==> config.mk <==
export PLATFORM = sky130hd
export DESIGN_NAME = encoder_8to3_seq
export DESIGN_NICKNAME = d
export VERILOG_FILES = /design/src/rtl/encoder_8to3_seq.sv
export SDC_FILE = /design/constraint.sdc
export NUM_CORES = 1
export LEC_CHECK = 0
export CORE_MARGIN = 10
export CORE_UTILIZATION = 50
export CTS_CLUSTER_SIZE = 28
export DETAILED_ROUTE_END_ITERATION = 16
export PLACE_DENSITY = 0.74
export SLEW_MARGIN = 25
export SYNTH_ARGS = -nofsm -noshare
export SYNTH_HDL_FRONTEND = slang
export SYNTH_SLANG_ARGS = --single-unit
==> constraint.sdc <==
create_clock -name CLK -period 1.96 [get_ports CLK]
set_input_delay 0.588 -clock CLK [delete_from_list [all_inputs] [get_ports CLK]]
set_output_delay 0.588 -clock CLK [all_outputs]
set_load 0.05 [all_outputs]
==> src/rtl/encoder_8to3_seq.sv <==
// rtl/encoder_8to3_seq.sv - sequential 8-to-3 priority encoder streaming set-bit indices, optional ENC_POPCOUNT_EN remaining-count output
module encoder_8to3_seq (
  input  logic       CLK,
  input  logic       RST,
  input  logic       EN,
  input  logic       LOAD,
  input  logic [7:0] D,
  input  logic       READY,
  output logic [2:0] Y,
  output logic       VALID,
  output logic       BUSY,
  output logic       DONE,
  output logic       NONE
`ifdef ENC_POPCOUNT_EN
  ,
  output logic [3:0] CNT
`endif
);

  typedef enum logic {
    ST_IDLE = 1'b0,
    ST_EMIT = 1'b1
  } state_t;

  state_t     state_q, state_d;
  logic [7:0] pend_q, pend_d;
  logic [2:0] y_q, y_d;
  logic       valid_q, valid_d;
  logic       busy_q, busy_d;
  logic       done_q, done_d;
  logic       none_q, none_d;
  logic [7:0] pend_cleared;

`ifdef ENC_POPCOUNT_EN
  logic [3:0] cnt_q, cnt_d;

  function automatic logic [3:0] popcount8(input logic [7:0] v);
    logic [3:0] n;
    n = 4'd0;
    for (int i = 0; i < 8; i++) begin
      n = n + {3'b000, v[i]};
    end
    return n;
  endfunction
`endif

  // Index of the most-significant set bit; 0 for an all-zero vector.
  function automatic logic [2:0] msb_index(input logic [7:0] v);
    logic [2:0] idx;
    idx = 3'd0;
    for (int i = 0; i < 8; i++) begin
      if (v[i]) begin
        idx = 3'(i);
      end
    end
    return idx;
  endfunction

  // Pending vector with the bit currently presented on Y removed.
  assign pend_cleared = pend_q & ~(8'b0000_0001 << y_q);

  // Next-state and registered-output decode; EN gating lives in the state register.
  always_comb begin
    state_d = state_q;
    pend_d  = pend_q;
    y_d     = y_q;
    valid_d = valid_q;
    busy_d  = busy_q;
    done_d  = 1'b0;
    none_d  = 1'b0;
`ifdef ENC_POPCOUNT_EN
    cnt_d   = cnt_q;
`endif
    case (state_q)
      ST_IDLE: begin
        valid_d = 1'b0;
        busy_d  = 1'b0;
        if (LOAD) begin
          if (D != 8'h00) begin
            state_d = ST_EMIT;
            pend_d  = D;
            y_d     = msb_index(D);
            valid_d = 1'b1;
            busy_d  = 1'b1;
`ifdef ENC_POPCOUNT_EN
            cnt_d   = popcount8(D);
`endif
          end else begin
            none_d = 1'b1;
          end
        end
      end
      ST_EMIT: begin
        valid_d = 1'b1;
        busy_d  = 1'b1;
        if (READY) begin
          pend_d = pend_cleared;
`ifdef ENC_POPCOUNT_EN
          cnt_d  = cnt_q - 4'd1;
`endif
          if (pend_cleared == 8'h00) begin
            state_d = ST_IDLE;
            y_d     = 3'd0;
            valid_d = 1'b0;
            busy_d  = 1'b0;
            done_d  = 1'b1;
          end else begin
            y_d = msb_index(pend_cleared);
          end
        end
      end
      default: begin
        state_d = ST_IDLE;
        pend_d  = 8'h00;
        y_d     = 3'd0;
        valid_d = 1'b0;
        busy_d  = 1'b0;
      end
    endcase
  end

  // State and output registers; everything freezes while EN is low, pulses included.
  always_ff @(posedge CLK or posedge RST) begin
    if (RST) begin
      state_q <= ST_IDLE;
      pend_q  <= 8'h00;
      y_q     <= 3'd0;
      valid_q <= 1'b0;
      busy_q  <= 1'b0;
      done_q  <= 1'b0;
      none_q  <= 1'b0;
`ifdef ENC_POPCOUNT_EN
      cnt_q   <= 4'd0;
`endif
    end else if (EN) begin
      state_q <= state_d;
      pend_q  <= pend_d;
      y_q     <= y_d;
      valid_q <= valid_d;
      busy_q  <= busy_d;
      done_q  <= done_d;
      none_q  <= none_d;
`ifdef ENC_POPCOUNT_EN
      cnt_q   <= cnt_d;
`endif
    end
  end

  assign Y     = y_q;
  assign VALID = valid_q;
  assign BUSY  = busy_q;
  assign DONE  = done_q;
  assign NONE  = none_q;
`ifdef ENC_POPCOUNT_EN
  assign CNT   = cnt_q;
`endif

endmodule

==> results of run 1 <==
## path summary, 6_finish.rpt
check | from | end | slack (ps) | depth (start not counted)
max in group asynchronous | RST | DONE | 930 | 2
setup / recovery | D[4] | pend_q[6] | 80 | 7
setup reg to reg | Y[1] | BUSY | 140 | 5
hold reg to reg | DONE | DONE | 490 | 1
min in group asynchronous | RST | BUSY | 650 | 2
hold / removal | DONE | DONE | 490 | 1
## metal layers
metal  track usage [%]  wire, um  vias up  part of all wire, %
li1                  -         -      487                    -
met2              22.9      1410       27                   50
met1              16.7      1210      477                   43
met4              6.95        63        0                  2.2
met5                 0         0        -                    0
met3              3.22       118        6                  4.2
## state kept, by name, summed over array words and instances (netlist names)
| name | count |
|---|---|
| NONE | 1 |
| BUSY | 1 |
| DONE | 1 |
| pend_q | 8 |
| Y | 3 |
## what timing repair did
item                       4_1_cts  5_1_grt
resized for setup                0        1
setup endpoints to repair        0        4
hold buffers                     0        0
## through the flow
stage	worst slack [ps]	setup TNS (ps)
CTS	78.7	0
finish	79.5	0
detailed placement	-219	-1840
global placement	-154	-1260
floorplan	225	0
global route	13.0	0
## cells by family after synthesis
logic type             Yosys count  share of synthesized area, %
DFF                             14                          34.4
buffers and inverters           14                          8.10
AOI/OAI and AO/OA               40                          29.9
and+or+nand+nor                 45                          27.6
## power breakdown
| part | switching, uW | internal, uW | leakage [uW] |
|---|---|---|---|
| clock network | 103 | 113 | 0.0000210 |
| logic | 607 | 560 | 0.000427 |
| registers | 200 | 393 | 0.000177 |
| total | 910 | 1070 | 0.000625 |
## layout by cell type (no fill, tap or decap), types with 2 or more instances in the layout
cell | synthesis | routed
sky130_fd_sc_hd__nand3b_1 | 2 | 2
sky130_fd_sc_hd__a21oi_1 | 7 | 7
sky130_fd_sc_hd__a22o_1 | 4 | 4
sky130_fd_sc_hd__dfrtp_1 | 14 | 14
sky130_fd_sc_hd__o21ai_0 | 4 | 4
sky130_fd_sc_hd__nor2_1 | 7 | 7
sky130_fd_sc_hd__nor4_4 | 1 | 2
sky130_fd_sc_hd__a21o_1 | 4 | 4
sky130_fd_sc_hd__clkdlybuf4s50_1 | 0 | 12
sky130_fd_sc_hd__clkbuf_4 | 0 | 3
sky130_fd_sc_hd__nor3_1 | 2 | 2
sky130_fd_sc_hd__buf_12 | 0 | 6
sky130_fd_sc_hd__a21boi_0 | 2 | 2
sky130_fd_sc_hd__o21ai_1 | 4 | 4
sky130_fd_sc_hd__buf_4 | 2 | 19
sky130_fd_sc_hd__o31ai_1 | 4 | 4
sky130_fd_sc_hd__nand3_2 | 2 | 2
sky130_fd_sc_hd__a31oi_1 | 3 | 3
sky130_fd_sc_hd__inv_1 | 8 | 8
sky130_fd_sc_hd__or3_1 | 2 | 2
sky130_fd_sc_hd__nand2_1 | 17 | 17
## cell type report
cell class	count	area, um2
fillers	144	513
repair buffers	37	383
flip-flops and latches	14	350
inverters	8	30.0
multi-input cells	85	596
clock buffers	4	36.3
well taps	27	33.8
==> impl_metrics.py, run 1 <==
metrics = {
    "status": {
        "result_of_the_run": "finished, final reports clean",
    },
    "sta": {
        "max_freq_mhz": 532,
        "final-max-slew-violation-count": 0,
        "final-setup-viol-count": 0,
        "hold_ws_ps": 489,
        "grt_setup_unrepaired": "no",
        "period_needed_ps": 1880,
        "timing.final.hold_violations": 0,
        "finalCritPeriodShare_pct": 95.9,
        "timing.max_slew.rel_slack_pct": 61.1,
        "worstMarginPinSlew_ps": 583,
        "clock_skew_ps": 2.43,
    },
    "clock_network": {
        "ctsHtreeMaxLevel": 1,
        "ctsRootBufferMaster": "sky130_fd_sc_hd__clkbuf_4",
        "clockBufferDepth": 2,
        "clock_sinks": 14,
        "cts_setup_buffers": 0,
        "clock_latency_on_the_worst_skew_pair_ps": 280,
        "cts_tree": "done",
        "clk_pin_slew_ps": 90,
        "cts_inserted_buffers": 3,
    },
    "logic_synthesis": {
        "synthesis.instances": 113,
        "ys.flop_type": "sky130_fd_sc_hd__dfrtp_1",
        "synth_top_cells_by_count": "17 x sky130_fd_sc_hd__nand2_1, 14 x sky130_fd_sc_hd__dfrtp_1, 8 x sky130_fd_sc_hd__inv_1, 7 x sky130_fd_sc_hd__a21oi_1, 7 x sky130_fd_sc_hd__nor2_1",
        "ys_seq_elements": 14,
        "synth_area_per_cell_um2": 9.02,
        "synth_seq_area_share_pct": 34.4,
        "async_flop_share_pct": 100,
        "synth.most_common_cell": "sky130_fd_sc_hd__nand2_1",
        "synth_enable_flop_cells": 0,
        "ys_top_cells_by_area": "sky130_fd_sc_hd__dfrtp_1 34%, sky130_fd_sc_hd__nand2_1 6.3%, sky130_fd_sc_hd__a21oi_1 3.4%",
        "yosysUniqueCellTypes": 39,
        "netlist.top_cell.by_area": "sky130_fd_sc_hd__dfrtp_1",
        "total_of_warnings_raised_by_yosys": 0,
        "synth_area_um2": 1020,
        "share_of_the_synthesized_area_in_the_top_cell_type_pct": 34.4,
        "synthesis.nets": 126,
    },
    "routing": {
        "per_cell_routed_wire_length_um": 16.0,
        "routed_wirelength_mm": 2.80,
        "routed-via-count": 997,
        "drt-vias-per-instance": 5.70,
        "dr.pass1.iters": 4,
        "dr.first_iter.drc_count": 44,
        "post-route-drc-count": 0,
        "count_of_nets_left_with_antenna_violations_after_detail_routing": 0,
    },
    "cells_and_area": {
        "final_nets": 162,
        "area_growth_pct": 40.1,
        "diodes_inserted": 0,
        "non_filler_instances": 175,
        "drive_gt1_share_pct": 27.0,
        "post-route-util_pct": 73.6,
        "final_area_um2": 1430,
    },
    "placed_design": {
        "detailed_place_hpwl_mm": 2.24,
        "port_buffers": 19,
        "placement.cell_area_um2": 1380,
        "place_congestion": 0.863,
        "dpl.cell_count": 171,
    },
    "floorplanning": {
        "die_height_um": 65.2,
        "std_cell_rows": 16,
        "design.portCount": 20,
        "effective_utilization_at_floorplan_pct": 52.5,
        "coreArea_um2": 1940,
        "die-width_um": 65.2,
        "area_of_the_die_um2": 4250,
    },
    "setup_path": {
        "timing.critical_path.cells": "clkdlybuf4s50_1 > nor4_4 > nand2_2 > a32oi_4 > buf_12 > a21o_1 > a22o_1",
        "family_with_the_most_delay_on_the_worst_path": "buffers and inverters",
        "crit_path_max_incr_delay_ps": 460,
        "timing.critical_path.buf_inv": 2,
        "timing.critical_path.fanout_max": 16,
        "timing_worst_setup_path_type": "in2reg",
        "critPathRequiredTime_ps": 2190,
        "cp-start-kind": "primary input",
        "timing.critical_path.slowest_stage_cell": "sky130_fd_sc_hd__clkdlybuf4s50_1",
        "critical_path_arrival_ps": 2110,
        "end_kind": "flip-flop",
    },
    "power": {
        "totalPowerFinal_uw": 1980,
        "irDropWorstVdd_uv": 1240,
        "power_per_cell_area_nw_per_um2": 1380,
        "leakage_uw": 0.000625,
    },
    "global_routing": {
        "grt_first_pass_wirelength_mm": 4.70,
        "grt-ovfl-total": 0,
        "antenna_found_initial": 0,
        "grt_start_max_net_pins": 17,
        "track_usage_pct": 14.0,
        "first_global_vias": 1019,
    },
    "flow_run": {
        "max-cap-violations": 0,
    },
    "hold_path": {
        "worst_hold_path_type": "reg2reg",
    },
}
(Power assumes the default switching activity.)
==> inputs of run 2 (changes only) <==
- CTS_CLUSTER_SIZE: 28 -> unset
==> results of run 2 <==
Final layout, timing and power as in run 1 (identical DEF).
==> inputs of run 3 (changes only) <==
- CORE_UTILIZATION: 50 -> 53
- CTS_BUF_LIST: unset -> sky130_fd_sc_hd__clkbuf_8
- PLACE_DENSITY: 0.74 -> 0.78
==> impl_metrics.py, run 3 (synthesized netlist as in run 1, its figures left out) <==
metrics = {
    "floorplanning": {
        "design.portCount": 20,
        "die-width_um": 63.9,
        "effective_utilization_at_floorplan_pct": 57.2,
        "coreArea_um2": 1780,
        "std_cell_rows": 15,
        "area_of_the_die_um2": 4080,
        "die_height_um": 63.9,
    },
    "setup_path": {
        "crit_path_max_incr_delay_ps": 460,
        "timing.critical_path.slowest_stage_cell": "sky130_fd_sc_hd__clkdlybuf4s50_1",
        "critical_path_arrival_ps": 2090,
        "timing.critical_path.cells": "clkdlybuf4s50_1 > nor4_4 > nand2_2 > a32oi_4 > buf_12 > a21oi_1 > o32ai_1",
        "setup.worst_path.start": "D[2]",
        "timing_worst_setup_path_type": "in2reg",
        "family_with_the_most_delay_on_the_worst_path": "buffers and inverters",
        "r2r_start": "Y[0]",
        "timing.critical_path.buf_inv": 2,
        "critPathRequiredTime_ps": 2110,
        "cp-start-kind": "primary input",
        "end_kind": "flip-flop",
        "timing.critical_path.fanout_max": 8,
    },
    "routing": {
        "routed_wirelength_mm": 3.13,
        "routed-via-count": 1054,
        "dr.first_iter.drc_count": 63,
        "drt-vias-per-instance": 6.02,
        "per_cell_routed_wire_length_um": 17.9,
        "count_of_nets_left_with_antenna_violations_after_detail_routing": 0,
        "post-route-drc-count": 0,
        "dr.pass1.iters": 4,
    },
    "cells_and_area": {
        "non_filler_instances": 175,
        "final_nets": 164,
        "area_growth_pct": 46.3,
        "diodes_inserted": 0,
        "drive_gt1_share_pct": 28.7,
        "final_area_um2": 1490,
        "layout.cells.most_common": "sky130_fd_sc_hd__buf_4",
        "largest_register_ffs": 8,
        "regMostFlops": "pend_q",
        "commonest_cells_after_routing_fill_and_taps_aside": "20 x sky130_fd_sc_hd__buf_4, 17 x sky130_fd_sc_hd__nand2_1, 13 x sky130_fd_sc_hd__dfrtp_1",
    },
    "power": {
        "comb_power_share_pct": 57.1,
        "power.share.clock_pct": 13.9,
        "power_per_cell_area_nw_per_um2": 1390,
        "irDropWorstVdd_uv": 1230,
        "totalPowerFinal_uw": 2070,
        "p_sw_share_pct": 45.5,
        "leakage_uw": 0.000696,
        "power.net_switching_uw": 942,
        "seqPwrFrac_pct": 29.0,
        "internal_power_uw": 1130,
    },
    "placed_design": {
        "detailedPlace.worstSlack_ps": -201,
        "port_buffers": 19,
        "detailed_place_hpwl_mm": 2.14,
        "place_congestion": 0.898,
        "dpl.cell_count": 168,
        "placement.cell_area_um2": 1370,
    },
    "clock_network": {
        "post_cts_hold_buffer_count": 0,
        "clockBufferDepth": 2,
        "ctsHtreeMaxLevel": 1,
        "cts_tree": "done",
        "ctsRootBufferMaster": "sky130_fd_sc_hd__clkbuf_8",
        "clk_pin_slew_ps": 60,
        "cts_inserted_buffers": 3,
        "clock_latency_on_the_worst_skew_pair_ps": 250,
        "clock_sinks": 14,
    },
    "global_routing": {
        "first_global_vias": 1044,
        "use_met3_pct": 3.14,
        "grt_first_pass_wirelength_mm": 4.72,
        "grt_use_met1_pct": 16.4,
        "track_usage_pct": 13.9,
        "met2_usage_pct": 23.8,
        "grt-ovfl-total": 0,
        "gr-max-usage-layer": "met2",
        "grt_start_max_net_pins": 17,
        "antenna_found_initial": 0,
    },
    "flow_run": {
        "max-cap-violations": 0,
    },
    "hold_path": {
        "min-delay-start": "DONE",
        "worst_hold_path_type": "reg2reg",
    },
    "sta": {
        "max_freq_mhz": 515,
        "timing.final.hold_violations": 0,
        "period_needed_ps": 1940,
        "clock_skew_ps": 2.23,
        "final-max-slew-violation-count": 0,
        "finalCritPeriodShare_pct": 99.0,
        "timing.max_slew.rel_slack_pct": 62.0,
        "worstMarginPinSlew_ps": 570,
        "final-setup-viol-count": 0,
        "finalWorstSetupSlack_ps": 19.3,
    },
    "status": {
        "result_of_the_run": "finished, final reports clean",
    },
}
-- run 3: what timing repair did --
action	in CTS	in global routing
endpoints found under the setup margin	0	7
resized for setup	0	7
buffers inserted	0	2
-- run 3: worst paths after layout --
path	endpoint	slack, ps	depth (start not counted)
max in group asynchronous	Y[2]	860	2
setup reg to reg	BUSY	120	6
hold reg to reg	DONE	490	1
hold / removal	DONE	490	1
setup / recovery	pend_q[0]	20	7
min in group asynchronous	pend_q[1]	700	2
-- run 3: routing by layer --
layer  vias up  share of wire [%]
li1        485                  -
met1       511                 42
met2        52                 50
met3         6                6.7
met4         0                1.8
met5         -                  0
-- run 3: power by group through the flow --
stage / clock, uW / combinational, uW / sequential (uW)
detailed placement: 0 / 1130 / 587
global route: 302 / 1260 / 622
finish: 287 / 1180 / 600
global placement: 0 / 1110 / 579
CTS: 288 / 1150 / 583
floorplan: 0 / 651 / 669
-- run 3: final cells by class --
type | instances | area, um2
Multi-Input combinational cell | 85 | 596
Timing Repair Buffer | 39 | 428
Sequential cell | 14 | 352
Fill cell | 102 | 292
Clock buffer | 4 | 55.1
Tap cell | 25 | 31.3
Inverter | 8 | 30.0
-- run 3: per-stage QoR --
step	setup TNS [ps]	hold slack, ps	utilization (%)
floorplan	0	477	-
global placement	-1230	473	77.1
detailed placement	-1760	475	77.1
CTS	0	492	80.1
global route	-29.8	513	83.6
finish	0	493	83.6
